===== src/rtl/uart_mmio_responder_if.sv =====
// MEM-stage data bus as seen by the UART responder.
//   mem_rd / mem_wr : one-cycle load / store strobes
//   addr            : byte address
//   wdata           : store data
//   rdata           : load data, combinational from the responder
// master = pipeline MEM stage, slave = responder.
interface uart_mmio_responder_if;
    logic        mem_rd;
    logic        mem_wr;
    logic [31:0] addr;
    logic [31:0] wdata;
    logic [31:0] rdata;

    modport master (output mem_rd, mem_wr, addr, wdata, input rdata);
    modport slave  (input mem_rd, mem_wr, addr, wdata, output rdata);
endinterface


===== src/rtl/uart_mmio_responder.sv =====
// Memory-mapped UART responder.
// Loads/stores on TXD/RXD/CON are served from the MEM-stage bus. Stores to TXD
// fill a TX FIFO drained by a small FSM that launches one byte at a time to the
// serial sender (tx_en pulse, then waits for tx_status to go busy and back to
// idle). Bytes from the receiver are captured on a rising rx_status into an RX
// FIFO. irq is a registered level request built from the enables in CON.
// Ports:
//   clk, reset      : clock, asynchronous active-low reset
//   bus             : MEM-stage bus (slave side)
//   irq             : level interrupt, registered
//   tx_data, tx_en  : byte and one-cycle launch pulse to the sender
//   tx_status       : sender idle (1) / shifting (0)
//   rx_data         : byte from the receiver
//   rx_status       : receiver byte-ready, captured on 0->1
module uart_mmio_responder #(
    parameter int FIFO_AW      = 2,
    parameter int BUSY_TIMEOUT = 15
) (
    input  logic                  clk,
    input  logic                  reset,
    uart_mmio_responder_if.slave  bus,
    output logic                  irq,
    output logic [7:0]            tx_data,
    output logic                  tx_en,
    input  logic                  tx_status,
    input  logic [7:0]            rx_data,
    input  logic                  rx_status
);

    localparam int DEPTH = 1 << FIFO_AW;
    localparam int CW    = FIFO_AW + 1;
    localparam int TW    = $clog2(BUSY_TIMEOUT + 1);

    localparam logic [31:0] ADDR_TXD = 32'h4000_0018;
    localparam logic [31:0] ADDR_RXD = 32'h4000_001C;
    localparam logic [31:0] ADDR_CON = 32'h4000_0020;

    localparam logic [1:0] ST_IDLE      = 2'd0;
    localparam logic [1:0] ST_WAIT_BUSY = 2'd1;
    localparam logic [1:0] ST_WAIT_DONE = 2'd2;

    localparam logic [FIFO_AW-1:0] PTR_ONE  = FIFO_AW'(1);
    localparam logic [CW-1:0]      CNT_ONE  = CW'(1);
    localparam logic [CW-1:0]      CNT_FULL = CW'(DEPTH);
    localparam logic [TW-1:0]      TMR_ONE  = TW'(1);
    localparam logic [TW-1:0]      TMR_MAX  = TW'(BUSY_TIMEOUT);

    // ---------------- state ----------------
    logic [DEPTH-1:0][7:0] tx_mem_q, tx_mem_d;
    logic [FIFO_AW-1:0]    tx_wp_q, tx_wp_d, tx_rp_q, tx_rp_d;
    logic [CW-1:0]         tx_cnt_q, tx_cnt_d;

    logic [DEPTH-1:0][7:0] rx_mem_q, rx_mem_d;
    logic [FIFO_AW-1:0]    rx_wp_q, rx_wp_d, rx_rp_q, rx_rp_d;
    logic [CW-1:0]         rx_cnt_q, rx_cnt_d;

    logic [1:0]            state_q, state_d;
    logic [TW-1:0]         timer_q, timer_d;
    logic [7:0]            tx_data_q, tx_data_d;
    logic                  tx_en_q, tx_en_d;

    logic                  txie_q, txie_d, rxie_q, rxie_d;
    logic                  rx_ovf_q, rx_ovf_d, tx_drop_q, tx_drop_d;
    logic                  rx_prev_q, rx_prev_d;
    logic                  irq_q, irq_d;

    // ---------------- decode ----------------
    logic hit_txd, hit_rxd, hit_con;
    logic wr_txd, wr_con, rd_rxd, rd_con;

    assign hit_txd = (bus.addr == ADDR_TXD);
    assign hit_rxd = (bus.addr == ADDR_RXD);
    assign hit_con = (bus.addr == ADDR_CON);
    assign wr_txd  = bus.mem_wr & hit_txd;
    assign wr_con  = bus.mem_wr & hit_con;
    assign rd_rxd  = bus.mem_rd & hit_rxd;
    assign rd_con  = bus.mem_rd & hit_con;

    // Only bytes and a few control bits of wdata are meaningful.
    logic unused_wdata;
    assign unused_wdata = ^{bus.wdata[31:8], bus.wdata[4:2]};

    // ---------------- status ----------------
    logic tx_full, tx_empty, rx_full, rx_nonempty, tx_idle;
    assign tx_full     = (tx_cnt_q == CNT_FULL);
    assign tx_empty    = (tx_cnt_q == '0);
    assign rx_full     = (rx_cnt_q == CNT_FULL);
    assign rx_nonempty = (rx_cnt_q != '0);
    assign tx_idle     = tx_empty & (state_q == ST_IDLE);

    // ---------------- FIFO control ----------------
    logic tx_push, tx_pop, rx_edge, rx_push, rx_pop;
    assign tx_push = wr_txd & ~tx_full;
    assign tx_pop  = (state_q == ST_IDLE) & ~tx_empty;
    assign rx_edge = rx_status & ~rx_prev_q;
    assign rx_pop  = rd_rxd & rx_nonempty;
    // A pop in the same cycle frees the slot the push needs.
    assign rx_push = rx_edge & (~rx_full | rx_pop);

    // ---------------- load data ----------------
    logic [31:0] rdata_c;
    always_comb begin
        rdata_c = '0;
        if (rd_rxd && rx_nonempty) begin
            rdata_c = {24'b0, rx_mem_q[rx_rp_q]};
        end else if (rd_con) begin
            rdata_c = {25'b0, tx_drop_q, rx_ovf_q, tx_idle, tx_full,
                       rx_nonempty, rxie_q, txie_q};
        end
    end
    assign bus.rdata = rdata_c;

    // ---------------- next state ----------------
    logic tx_idle_d;

    always_comb begin
        tx_mem_d  = tx_mem_q;
        tx_wp_d   = tx_wp_q;
        tx_rp_d   = tx_rp_q;
        tx_cnt_d  = tx_cnt_q;
        rx_mem_d  = rx_mem_q;
        rx_wp_d   = rx_wp_q;
        rx_rp_d   = rx_rp_q;
        rx_cnt_d  = rx_cnt_q;
        state_d   = state_q;
        timer_d   = timer_q;
        tx_data_d = tx_data_q;
        tx_en_d   = 1'b0;
        txie_d    = txie_q;
        rxie_d    = rxie_q;
        rx_ovf_d  = rx_ovf_q;
        tx_drop_d = tx_drop_q;
        rx_prev_d = rx_status;

        // CON write: enables load, status bits are write-1-to-clear.
        if (wr_con) begin
            txie_d = bus.wdata[0];
            rxie_d = bus.wdata[1];
            if (bus.wdata[5]) rx_ovf_d  = 1'b0;
            if (bus.wdata[6]) tx_drop_d = 1'b0;
        end

        // TX FIFO write side
        if (wr_txd && tx_full) tx_drop_d = 1'b1;
        if (tx_push) begin
            tx_mem_d[tx_wp_q] = bus.wdata[7:0];
            tx_wp_d           = tx_wp_q + PTR_ONE;
        end

        // TX launch FSM
        case (state_q)
            ST_IDLE: begin
                if (tx_pop) begin
                    tx_data_d = tx_mem_q[tx_rp_q];
                    tx_en_d   = 1'b1;
                    tx_rp_d   = tx_rp_q + PTR_ONE;
                    timer_d   = '0;
                    state_d   = ST_WAIT_BUSY;
                end
            end
            ST_WAIT_BUSY: begin
                // Give up if the sender never reports busy.
                if (!tx_status)                state_d = ST_WAIT_DONE;
                else if (timer_q == TMR_MAX)   state_d = ST_IDLE;
                else                           timer_d = timer_q + TMR_ONE;
            end
            ST_WAIT_DONE: begin
                if (tx_status) state_d = ST_IDLE;
            end
            default: state_d = ST_IDLE;
        endcase

        case ({tx_push, tx_pop})
            2'b10:   tx_cnt_d = tx_cnt_q + CNT_ONE;
            2'b01:   tx_cnt_d = tx_cnt_q - CNT_ONE;
            default: tx_cnt_d = tx_cnt_q;
        endcase

        // RX FIFO
        if (rx_edge && rx_full && !rx_pop) rx_ovf_d = 1'b1;
        if (rx_push) begin
            rx_mem_d[rx_wp_q] = rx_data;
            rx_wp_d           = rx_wp_q + PTR_ONE;
        end
        if (rx_pop) rx_rp_d = rx_rp_q + PTR_ONE;

        case ({rx_push, rx_pop})
            2'b10:   rx_cnt_d = rx_cnt_q + CNT_ONE;
            2'b01:   rx_cnt_d = rx_cnt_q - CNT_ONE;
            default: rx_cnt_d = rx_cnt_q;
        endcase
    end

    // irq follows next-state values so CON writes and pops show up at their edge.
    assign tx_idle_d = (tx_cnt_d == '0) & (state_d == ST_IDLE);
    assign irq_d     = (rxie_d & (rx_cnt_d != '0)) | (txie_d & tx_idle_d);

    // ---------------- registers ----------------
    always_ff @(posedge clk or negedge reset) begin
        if (!reset) begin
            tx_mem_q  <= '0;
            tx_wp_q   <= '0;
            tx_rp_q   <= '0;
            tx_cnt_q  <= '0;
            rx_mem_q  <= '0;
            rx_wp_q   <= '0;
            rx_rp_q   <= '0;
            rx_cnt_q  <= '0;
            state_q   <= ST_IDLE;
            timer_q   <= '0;
            tx_data_q <= '0;
            tx_en_q   <= 1'b0;
            txie_q    <= 1'b0;
            rxie_q    <= 1'b0;
            rx_ovf_q  <= 1'b0;
            tx_drop_q <= 1'b0;
            rx_prev_q <= 1'b0;
            irq_q     <= 1'b0;
        end else begin
            tx_mem_q  <= tx_mem_d;
            tx_wp_q   <= tx_wp_d;
            tx_rp_q   <= tx_rp_d;
            tx_cnt_q  <= tx_cnt_d;
            rx_mem_q  <= rx_mem_d;
            rx_wp_q   <= rx_wp_d;
            rx_rp_q   <= rx_rp_d;
            rx_cnt_q  <= rx_cnt_d;
            state_q   <= state_d;
            timer_q   <= timer_d;
            tx_data_q <= tx_data_d;
            tx_en_q   <= tx_en_d;
            txie_q    <= txie_d;
            rxie_q    <= rxie_d;
            rx_ovf_q  <= rx_ovf_d;
            tx_drop_q <= tx_drop_d;
            rx_prev_q <= rx_prev_d;
            irq_q     <= irq_d;
        end
    end

    assign irq     = irq_q;
    assign tx_data = tx_data_q;
    assign tx_en   = tx_en_q;

endmodule


===== src/flat_wrapper.sv =====
// flat-port wrapper written by rule: the top's interface ports become plain ports
module uart_mmio_responder_flat 
#(
    parameter int FIFO_AW      = 2,
    parameter int BUSY_TIMEOUT = 15
)
  (clk, reset, irq, tx_data, tx_en, tx_status, rx_data, rx_status, bus_mem_rd, bus_mem_wr, bus_addr, bus_wdata, bus_rdata);
  uart_mmio_responder_if bus_i ();
  input  logic clk;
  input  logic reset;
  output logic irq;
  output logic [7:0] tx_data;
  output logic tx_en;
  input  logic tx_status;
  input  logic [7:0] rx_data;
  input  logic rx_status;
  input wire logic [$bits(bus_i.mem_rd)-1:0] bus_mem_rd;
  input wire logic [$bits(bus_i.mem_wr)-1:0] bus_mem_wr;
  input wire logic [$bits(bus_i.addr)-1:0] bus_addr;
  input wire logic [$bits(bus_i.wdata)-1:0] bus_wdata;
  output wire logic [$bits(bus_i.rdata)-1:0] bus_rdata;
  assign bus_i.mem_rd = bus_mem_rd;
  assign bus_i.mem_wr = bus_mem_wr;
  assign bus_i.addr = bus_addr;
  assign bus_i.wdata = bus_wdata;
  assign bus_rdata = bus_i.rdata;
  uart_mmio_responder #(.FIFO_AW(FIFO_AW), .BUSY_TIMEOUT(BUSY_TIMEOUT)) u_core (.clk(clk), .reset(reset), .bus(bus_i), .irq(irq), .tx_data(tx_data), .tx_en(tx_en), .tx_status(tx_status), .rx_data(rx_data), .rx_status(rx_status));
endmodule

===== config.mk =====
export PLATFORM = sky130hd
export DESIGN_NAME = uart_mmio_responder_flat
export DESIGN_NICKNAME = d
export VERILOG_FILES = /design/src/rtl/uart_mmio_responder_if.sv /design/src/rtl/uart_mmio_responder.sv /design/src/flat_wrapper.sv
export SDC_FILE = /design/constraint.sdc
export NUM_CORES = 1
export LEC_CHECK = 0
export BUFFER_PORTS_ARGS = -buffer_cell sky130_fd_sc_hd__buf_4
export CAP_MARGIN = 10
export CORE_UTILIZATION = 35
export DETAILED_ROUTE_END_ITERATION = 8
export HOLD_SLACK_MARGIN = 0.05
export PLACE_DENSITY_LB_ADDON = 0.2
export SLEW_MARGIN = 20
export SYNTH_ARGS = -nofsm -noshare
export SYNTH_HDL_FRONTEND = slang
export SYNTH_SLANG_ARGS = --single-unit
export TNS_END_PERCENT = 20

===== constraint.sdc =====
create_clock -name clk -period 5.9 [get_ports clk]
set_input_delay 0.885 -clock clk [delete_from_list [all_inputs] [get_ports clk]]
set_output_delay 0.885 -clock clk [all_outputs]
set_load 0.01 [all_outputs]

After elaboration in Yosys (flattened, before gate mapping)
Index checks and enable logic that the tools add are counted.
- input bits: 78
- flip-flop bits (word level): 99
- output and inout bits: 42
- logic and storage cells: 128
- equality and inequality tests: 15
- bitwise logic cells: 19
- add/sub/neg operators: 9
- reduce and logical (&&, ||, !) cells: 22
- $lt $le $gt $ge: 6
- multiplexer cells: 33
- operator list (cell ; count):
    $eq A32 B31 Y1 const B ; 3
    $bwmux W32 ; 2
    $mux W8 ; 5
    $bmux W8 S2 ; 2
    $demux W8 S2 ; 2
    $and A1 B1 Y1 ; 13
    $lt A2 B3 Y1 const B ; 4
    $mux W4 ; 3
    $pmux W3 S2 ; 2
    $mux W1 ; 10
    $reduce_bool A2 Y1 ; 5
    $add A2 B1 Y2 const B ; 4
    $mux W2 ; 4
    $pmux W4 S2 ; 1
    $mux W7 ; 1
    $add A3 B1 Y3 const B ; 2
    $eq A2 B1 Y1 const B ; 3
    $eq A2 B2 Y1 const B ; 3
    $eq A3 B3 Y1 const B ; 2
    $logic_and A1 B1 Y1 ; 6
    $logic_not A3 Y1 ; 2
    $pmux W2 S3 ; 1
    $reduce_and A2 Y1 ; 3
    $reduce_bool A3 Y1 ; 2
    other kinds (11) ; 19

Longest topological paths before layout
Gate-level depths: netlist of the first run.
- word-level depth: 10
- mapped depth: 13

Worst setup path before layout of the first run
OpenSTA, ideal clock, no wires.
- path kind: input to register
- start: in bus_addr[15]
- end: reg u_core.irq_q, in the netlist u_core.irq
- library setup time: 0.144 ns
- path slack: 1.887 ns
- required time: 5.756 ns
- data arrival time: 3.869 ns
- cell stages on the path: 11
- buffers on the path: 0
- path through: nor4_1 nand4_2 nor4_2 ha_1 inv_1 fa_1 xor2_1 o21ai_0 or4bb_1 a32oi_1 mux2i_1
- longest elaborated chain between the ends: 10
- ends and longest elaborated chain (element ; RTL line ; source):
    start, declared ; flat_wrapper.sv:19 ; input wire logic [$bits(bus_i.addr)-1:0] bus_addr;
    $eq A32 B31 Y1 ; uart_mmio_responder.sv:72 ; assign hit_rxd = (bus.addr == ADDR_RXD);
    $and A1 B1 Y1 ; uart_mmio_responder.sv:76 ; assign rd_rxd = bus.mem_rd & hit_rxd;
    $and A1 B1 Y1 ; uart_mmio_responder.sv:96 ; assign rx_pop = rd_rxd & rx_nonempty;
    $or A1 B1 Y1 ; uart_mmio_responder.sv:98 ; assign rx_push = rx_edge & (~rx_full | rx_pop);
    $and A1 B1 Y1 ; uart_mmio_responder.sv:98 ;
    $eq A2 B1 Y1 or $eq A2 B2 Y1 (tied branches) ; uart_mmio_responder.sv:187 ; case ({rx_push, rx_pop})
    $pmux W3 S2 ; uart_mmio_responder.sv:187 ;
    $reduce_bool A3 Y1 ; uart_mmio_responder.sv:196 ; assign irq_d = (rxie_d & (rx_cnt_d != '0)) | (txie_d & tx_idle_d);
    $and A1 B1 Y1 ; uart_mmio_responder.sv:196 ;
    $or A1 B1 Y1 * ; uart_mmio_responder.sv:196 ;
    net u_core.irq_d ; uart_mmio_responder.sv:65 ; logic irq_q, irq_d;
    end signal, assigned ; uart_mmio_responder.sv:237 ; irq_q <= irq_d;
    end, declared ; uart_mmio_responder.sv:65 ;
The timed path passes the listed nets; every way through them passes the cells marked *.
A chain may end at the register's enable or synchronous reset.

Worst setup path in the final report of the first run
Same ends and word-level chain as after synthesis.

==> results of run 1 <==
registers in the layout, indices dropped and copies added, names as in the netlist:
register and flops:
u_core.rx_mem_q 32, u_core.tx_mem_q 32, u_core.tx_data 8, u_core.timer_q 4, u_core.rx_cnt_q 3, u_core.tx_cnt_q 3, u_core.rx_rp_q 2, u_core.rx_wp_q 2
u_core.state_q 2, u_core.tx_rp_q 2, u_core.tx_wp_q 2, u_core.irq 1, u_core.rx_ovf_q 1, u_core.rx_prev_q 1, u_core.rxie_q 1, u_core.tx_drop_q 1
u_core.tx_en 1, u_core.txie_q 1
power by group through the flow:
stage               clock network [W]  logic (W)  registers, W
floorplan                           0   0.000265      0.000875
finish                       0.000615   0.000337      0.000890
detailed placement                  0   0.000342      0.000900
global placement                    0   0.000327      0.000891
global route                 0.000665   0.000373      0.000909
CTS                          0.000636   0.000343      0.000889
per-stage QoR:
step                instance area [um^2]  setup WS (ps)  utilization
detailed placement                  5530           1520        0.411
global route                        5840           1640        0.434
CTS                                 5840           1870        0.434
floorplan                           4980           1890            -
global placement                    5530           1580        0.411
finish                              5840           1850        0.434
cells in the final DEF, fill, tap and decap left out, types with 2 or more instances in the layout:
master     netlist  layout
a21oi_1          2       2
a21oi_4          4       4
a22o_1           6       6
a32o_1           2       2
a32oi_1          2       2
and3_1           3       3
buf_4           24      73
bufinv_16        0       2
clkbuf_16        0       9
clkinv_2         0       2
conb_1           1      24
dfrtp_1         99      99
fa_1             2       2
ha_1            11      11
inv_1           14      14
mux2_1           2       2
mux2_2          64      64
mux2i_1          2       2
mux4_2          16      16
nand2_1         38      38
nand2_2          4       4
nand3_1          2       2
nand4_1          3       3
nor2_1           8       8
nor3_1           6       6
nor3b_1          2       2
nor4_1           5       5
nor4b_1          4       4
o21ai_0          6       6
or3_1            3       3
xnor2_1          7       7
xor2_1           6       6
final cells by class:
cell class | count | area (um^2)
Timing Repair Buffer | 73 | 548
Clock inverter | 5 | 78.8
Fill cell | 1270 | 7610
Sequential cell | 99 | 2480
Clock buffer | 10 | 229
Tap cell | 176 | 220
Multi-Input combinational cell | 249 | 2230
Inverter | 14 | 52.6
worst paths after layout:
path                                     from                   to  slack (ps)  depth (start not counted)
max                              bus_addr[15]           u_core.irq        1850                         13
min                         u_core.tx_data[2]    u_core.tx_data[2]         470                          2
max reg2reg                u_core.tx_cnt_q[1]           u_core.irq        2310                         11
min reg2reg                 u_core.tx_data[2]    u_core.tx_data[2]         470                          2
max in group asynchronous               reset    u_core.rx_wp_q[0]        4230                          2
min in group asynchronous               reset  u_core.tx_mem_q[18]         500                          1
cells in the mapped netlist, drive strengths merged:
library cell / number
buf: 27
nor2b: 1
o21ai: 6
clkbuf: 5
a32o: 2
fa: 2
nand3b: 1
a32oi: 2
nor4: 6
nand4: 4
mux2i: 2
xnor2: 7
xor2: 6
or4bb: 1
nor4b: 5
nor3b: 2
conb: 1
ha: 11
and3b: 1
nand2: 42
dfrtp: 99
mux4: 16
nand3: 2
and3: 3
or2: 1
nor2: 8
and2: 1
or3: 3
o211ai: 1
nor3: 6
a21bo: 1
inv: 14
a21oi: 6
mux2: 67
o221ai: 1
a22o: 6
o32ai: 1
nand2b: 1
layer usage:
metal,global-route usage,vias up
met5,0,-
met4,0.0463,0
met3,0.0439,9
met2,0.242,67
met1,0.186,1527
li1,-,1434
kinds of logic (layout without fill, tap and decap cells):
family | after synthesis | count (layout) | synth area share
AOI/OAI and AO/OA | 26 | 26 | 0.0483
xor gates and xnor gates | 13 | 13 | 0.0233
adders and majority gates | 13 | 13 | 0.0363
buffers and inverters | 46 | 102 | 0.0552
DFF | 99 | 99 | 0.506
muxes | 85 | 85 | 0.233
other | 1 | 24 | 0.000766
and+or+nand+nor | 88 | 88 | 0.0974
critical path, cell delays in order:
cell     delay (ps)
buf_4           100
nor4_1          340
nand4_2         320
or3_1           670
a21bo_4         320
ha_1            220
inv_1            70
fa_1            170
xor2_1           70
o21ai_0         200
or4bb_1         540
a32oi_1         180
mux2i_1         140
==> results by group, run 1 <==
Outcome
  – Outcome: complete, no violations

Detailed routing
  – Antenna Nets Post-Route: 0
  – DR WL met3: 422 um
  – DRC errors left: 0
  – Final WL: 9.86 mm
  – Vias per std cell: 4.85
  – Via Count: 3,037
  – Max layer used: met4
  – WL met2: 4.91 mm
  – 1st-iter DRT viols: 129
  – Wire per inst: 15.7 um
  – Pre-antenna DRT Iters: 4
  – Met1 wire length: 4.40 mm

Placed design
  – Port bufs: 71
  – DP Wirelength: 6.95 mm
  – Placer Congestion: 0.732
  – Dpl cells: 611

GRT
  – Number of global-route vias before repair: 3,053
  – Total Routing Usage GR: 0.147
  – First-pass GRT wire length: 15.9 mm
  – Largest net degree at the start of global routing: 62
  – Gr ovfl total: 0
  – Initial antenna violation count: 0

Synthesis
  – Syn Inst Count: 371
  – Yosys top cell area share: 0.506
  – Synthesized area per cell: 13.2 um^2
  – Register area share after synthesis: 0.506
  – Area leader, netlist: dfrtp_1
  – #FFs+latches synth: 99
  – Largest cells by area after synthesis: dfrtp_1 (51%), mux2_2 (15%), mux4_2 (7.4%)
  – Post-Synthesis Cell Area: 4890 um^2
  – Yosys cell types: 47
  – Number of synthesis warnings: 0

Pwr
  – Switching portion of total power: 0.250
  – Switching Power: 0.000461 W
  – Sequential share of power: 0.483
  – Pint: 0.00138 W
  – Overall power: 0.00184 W
  – Leakage: 2.75 nW
  – Max rail drop VDD: 259 uV
  – Logic pwr share: 0.183
  – Clock Power Share: 0.334
  – Pwr dens: 315 nW/um^2

Critical path
  – WP data required: 6080 ps
  – Critical path type: in -> reg
  – CP max FO: 7
  – Crit. End Element: flip-flop
  – Startpoint class of the critical path: primary input
  – Critical Path AT: 4230 ps

Final layout
  – Layout cells sized above 1: 0.402
  – Area grow syn2layout: 19.3%
  – Nets: 537
  – Inserted Diodes: 0
  – Post-route insts no fill: 626

Floorplanning
  – Starting Density: 0.364
  – Num rows: 42
  – Core Region: 13,500 um^2
  – Die ar.: 14,500 um^2
  – I/O Pins: 120
  – Die width: 120 um
  – Chip height: 120 um

STA
  – Final setup viols: 0
  – Hold WS: 474 ps
  – Fin. Hold Viols: 0
  – Slew Limit Fails: 0
  – TNS Setup: 0 ps
  – F_max: 0.247 GHz
  – Min cycle time layout: 4050 ps
  – Final Cycle Share: 0.686
  – Rel. slew slack: 0.388
  – Worst slew pin tran: 912 ps
  – RSZ-0062 raised after global routing: no
  – Skew final: 11.8 ps

Clocking
  – Maximum clock path buffer count: 2
  – Latest clock arrival within the worst-skew pair: 350 ps
  – Setup Buffers After CTS: 0
  – CTS buffer count: 9
  – Clk root buf: clkbuf_16
  – Sink Count: 99
  – H-tree Lvls: 3
  – PostCTS Resize Cnt: 0
  – Clock transition at path regs: 70 ps
  – CTS Hold Bufs: 0
  – CTS tree: built

Worst hold path
  – Hold WC Path Type: reg -> reg

Job
  – Max Cap Viol: 0
(Power assumes the default switching activity.)
==> run 2, diff against run 1 <==
==> constraint.sdc (replaced) <==
create_clock -name clk -period 3.5 [get_ports clk]
set_input_delay 0.525 -clock clk [delete_from_list [all_inputs] [get_ports clk]]
set_output_delay 0.525 -clock clk [all_outputs]
set_load 0.01 [all_outputs]
==> run 2 against run 1 <==
- sequential cell count unchanged
- die area stayed put
- final cell count increased by 2.4%
- sequential share of layout area fell by 0.98 points
- register-to-register slack worse by 1800 ps
- first-iteration DRC count down 22%
- largest cell class unchanged
==> results by group, run 2 (same netlist as run 1, synthesis figures left out) <==
Pwr
  – Max rail drop VDD: 330 uV (+27%)
  – Overall power: 0.00309 W (+68%)
  – Pwr dens: 517 nW/um^2 (+64%)
  – Leakage: 2.82 nW (+2.5%)

Final layout
  – Post-route insts no fill: 641 (+2.4%)
  – Most common cell after layout, fill and taps aside: dfrtp_1
  – Area grow syn2layout: 22.1%
  – Post-layout util: 0.444 (+0.0102)
  – Most frequent cells in the layout: dfrtp_1 (99), buf_4 (86), mux2_2 (64), nand2_1 (38), conb_1 (24)
  – Inserted Diodes: 0 (unchanged)
  – Fillers: 1,266 (-0.31%)
  – Area of the multi-input gates: 2260 um^2 (+1.2%)
  – Nets: 551 (+2.6%)
  – Register area: 2480 um^2 (unchanged)
  – Layout cells sized above 1: 0.428 (+0.0257)

STA
  – Hold WS: 140 ps (-334 ps)
  – Final Cycle Share: 0.934
  – Min cycle time layout: 3270 ps
  – Worst slew pin tran: 636 ps (-275 ps)
  – Final setup viols: 0 (unchanged)
  – Slew Limit Fails: 0 (unchanged)
  – Rel. slew slack: 0.576 (+0.188)
  – F_max: 0.306 GHz
  – Skew final: 7.94 ps (-3.87 ps)
  – Fin. Hold Viols: 0 (unchanged)
  – RSZ-0062 raised after global routing: no
  – TNS Setup: 0 ps (unchanged)

Placed design
  – Dpl cells: 624 (+2.1%)
  – Port bufs: 71 (unchanged)
  – Placer Congestion: 0.762 (+4.1%)
  – DP Wirelength: 7.18 mm (+3.3%)

Critical path
  – Crit-path cells: buf_4 > nor4b_2 > buf_4 > nand4_1 > buf_4 > or3_1 > a21bo_4 > ha_1 > inv_1 > fa_1 > xor2_1 > or3_1 > or4bb_1 > a32oi_1 > mux2i_1
  – Critical path type: in -> reg
  – Critical Path AT: 3490 ps (-740 ps)
  – Worst r2r src: u_core.rx_cnt_q[0]
  – Reg2reg end: u_core.irq
  – Crit-path most repeated cell: buf_4
  – CP max FO: 3 (-4)
  – Startpoint class of the critical path: primary input
  – Worst reg-to-reg path cell count: 11 (unchanged)
  – Crit path max-delay cell type: or4bb_1
  – WP data required: 3720 ps (-2360 ps)
  – Crit. Startpoint: bus_addr[26]
  – Crit. End Element: flip-flop
  – CP max stage delay: 430 ps (-240 ps)
  – Reg2reg setup slack: 470 ps (-1840 ps)

Clocking
  – Clock transition at path regs: 70 ps (about the same)
  – CTS Hold Bufs: 0 (unchanged)
  – Latest clock arrival within the worst-skew pair: 350 ps (about the same)
  – Sink Count: 99 (unchanged)
  – CTS tree: built
  – Maximum clock path buffer count: 2 (unchanged)
  – H-tree Lvls: 3 (unchanged)
  – PostCTS Resize Cnt: 0 (unchanged)
  – Setup Buffers After CTS: 0 (unchanged)
  – Clk root buf: clkbuf_16
  – CTS buffer count: 9 (unchanged)

GRT
  – Gr ovfl total: 0 (unchanged)
  – First-pass GRT wire length: 16.4 mm (+2.8%)
  – Initial antenna violation count: 0 (unchanged)
  – Total Routing Usage GR: 0.149 (+0.00178)
  – Number of global-route vias before repair: 3,217 (+5.4%)
  – Largest net degree at the start of global routing: 78 (+26%)

Floorplanning
  – I/O Pins: 120 (unchanged)
  – Die width: 120 um (unchanged)
  – Chip height: 120 um (unchanged)
  – Die ar.: 14,500 um^2 (unchanged)
  – Core Region: 13,500 um^2 (unchanged)
  – Starting Density: 0.364 (unchanged)
  – Num rows: 42 (unchanged)

Detailed routing
  – Final WL: 9.99 mm (+1.4%)
  – Pre-antenna DRT Iters: 4 (unchanged)
  – Wire per inst: 15.6 um (-1.0%)
  – Via Count: 3,113 (+2.5%)
  – 1st-iter DRT viols: 100 (-22%)
  – Vias per std cell: 4.86 (+0.10%)
  – DRC errors left: 0 (unchanged)
  – Antenna Nets Post-Route: 0 (unchanged)

Outcome
  – Outcome: complete, no violations

Worst hold path
  – Hold WC Path Type: in -> async

Job
  – Max Cap Viol: 0 (unchanged)
-- run 2: layout make-up --
class	instances	share of cell area
sequential	99	0.414
clock buffer	10	0.0383
clock inverter	6	0.0119
timing repair buffer	87	0.111
inverter	14	0.00879
multi-input combinational	249	0.378
tap	176	0.0368
-- run 2: worst max path at each step --
stage                       endpoint
after floorplan           u_core.irq
after global placement    u_core.irq
after detailed placement  u_core.irq
after CTS                 u_core.irq
after global routing      u_core.irq
final                     u_core.irq
-- run 2: power breakdown --
group	total [W]	switching [W]	internal [W]
Sequential	0.00149	0.000123	0.00137
Clock	0.00101	0.000449	0.000564
Combinational	0.000585	0.000242	0.000343
-- run 2: critical path, delay by kind of cell --
family	cells	cell delay, ps
simple gates	5	1340
buf+inv	4	520
fa+ha+maj	2	390
compound gates	2	410
xor+xnor	1	190
mux	1	100
-- run 2: per-stage QoR --
step	instance area, um^2	setup WS (ps)
CTS	5940	105
floorplan	4990	11.3
global route	5980	39.4
detailed placement	5640	-268
global placement	5640	-135
finish	5980	230
-- run 2: per-layer routing --
layer	vias to the layer above	share of wire	wire length, um	GRT usage
li1	1459	-	-	-
met1	1554	0.46	4570	0.196
met2	92	0.49	4910	0.241
met3	8	0.040	399	0.0387
met4	0	0.011	114	0.0486
met5	-	0	0	0
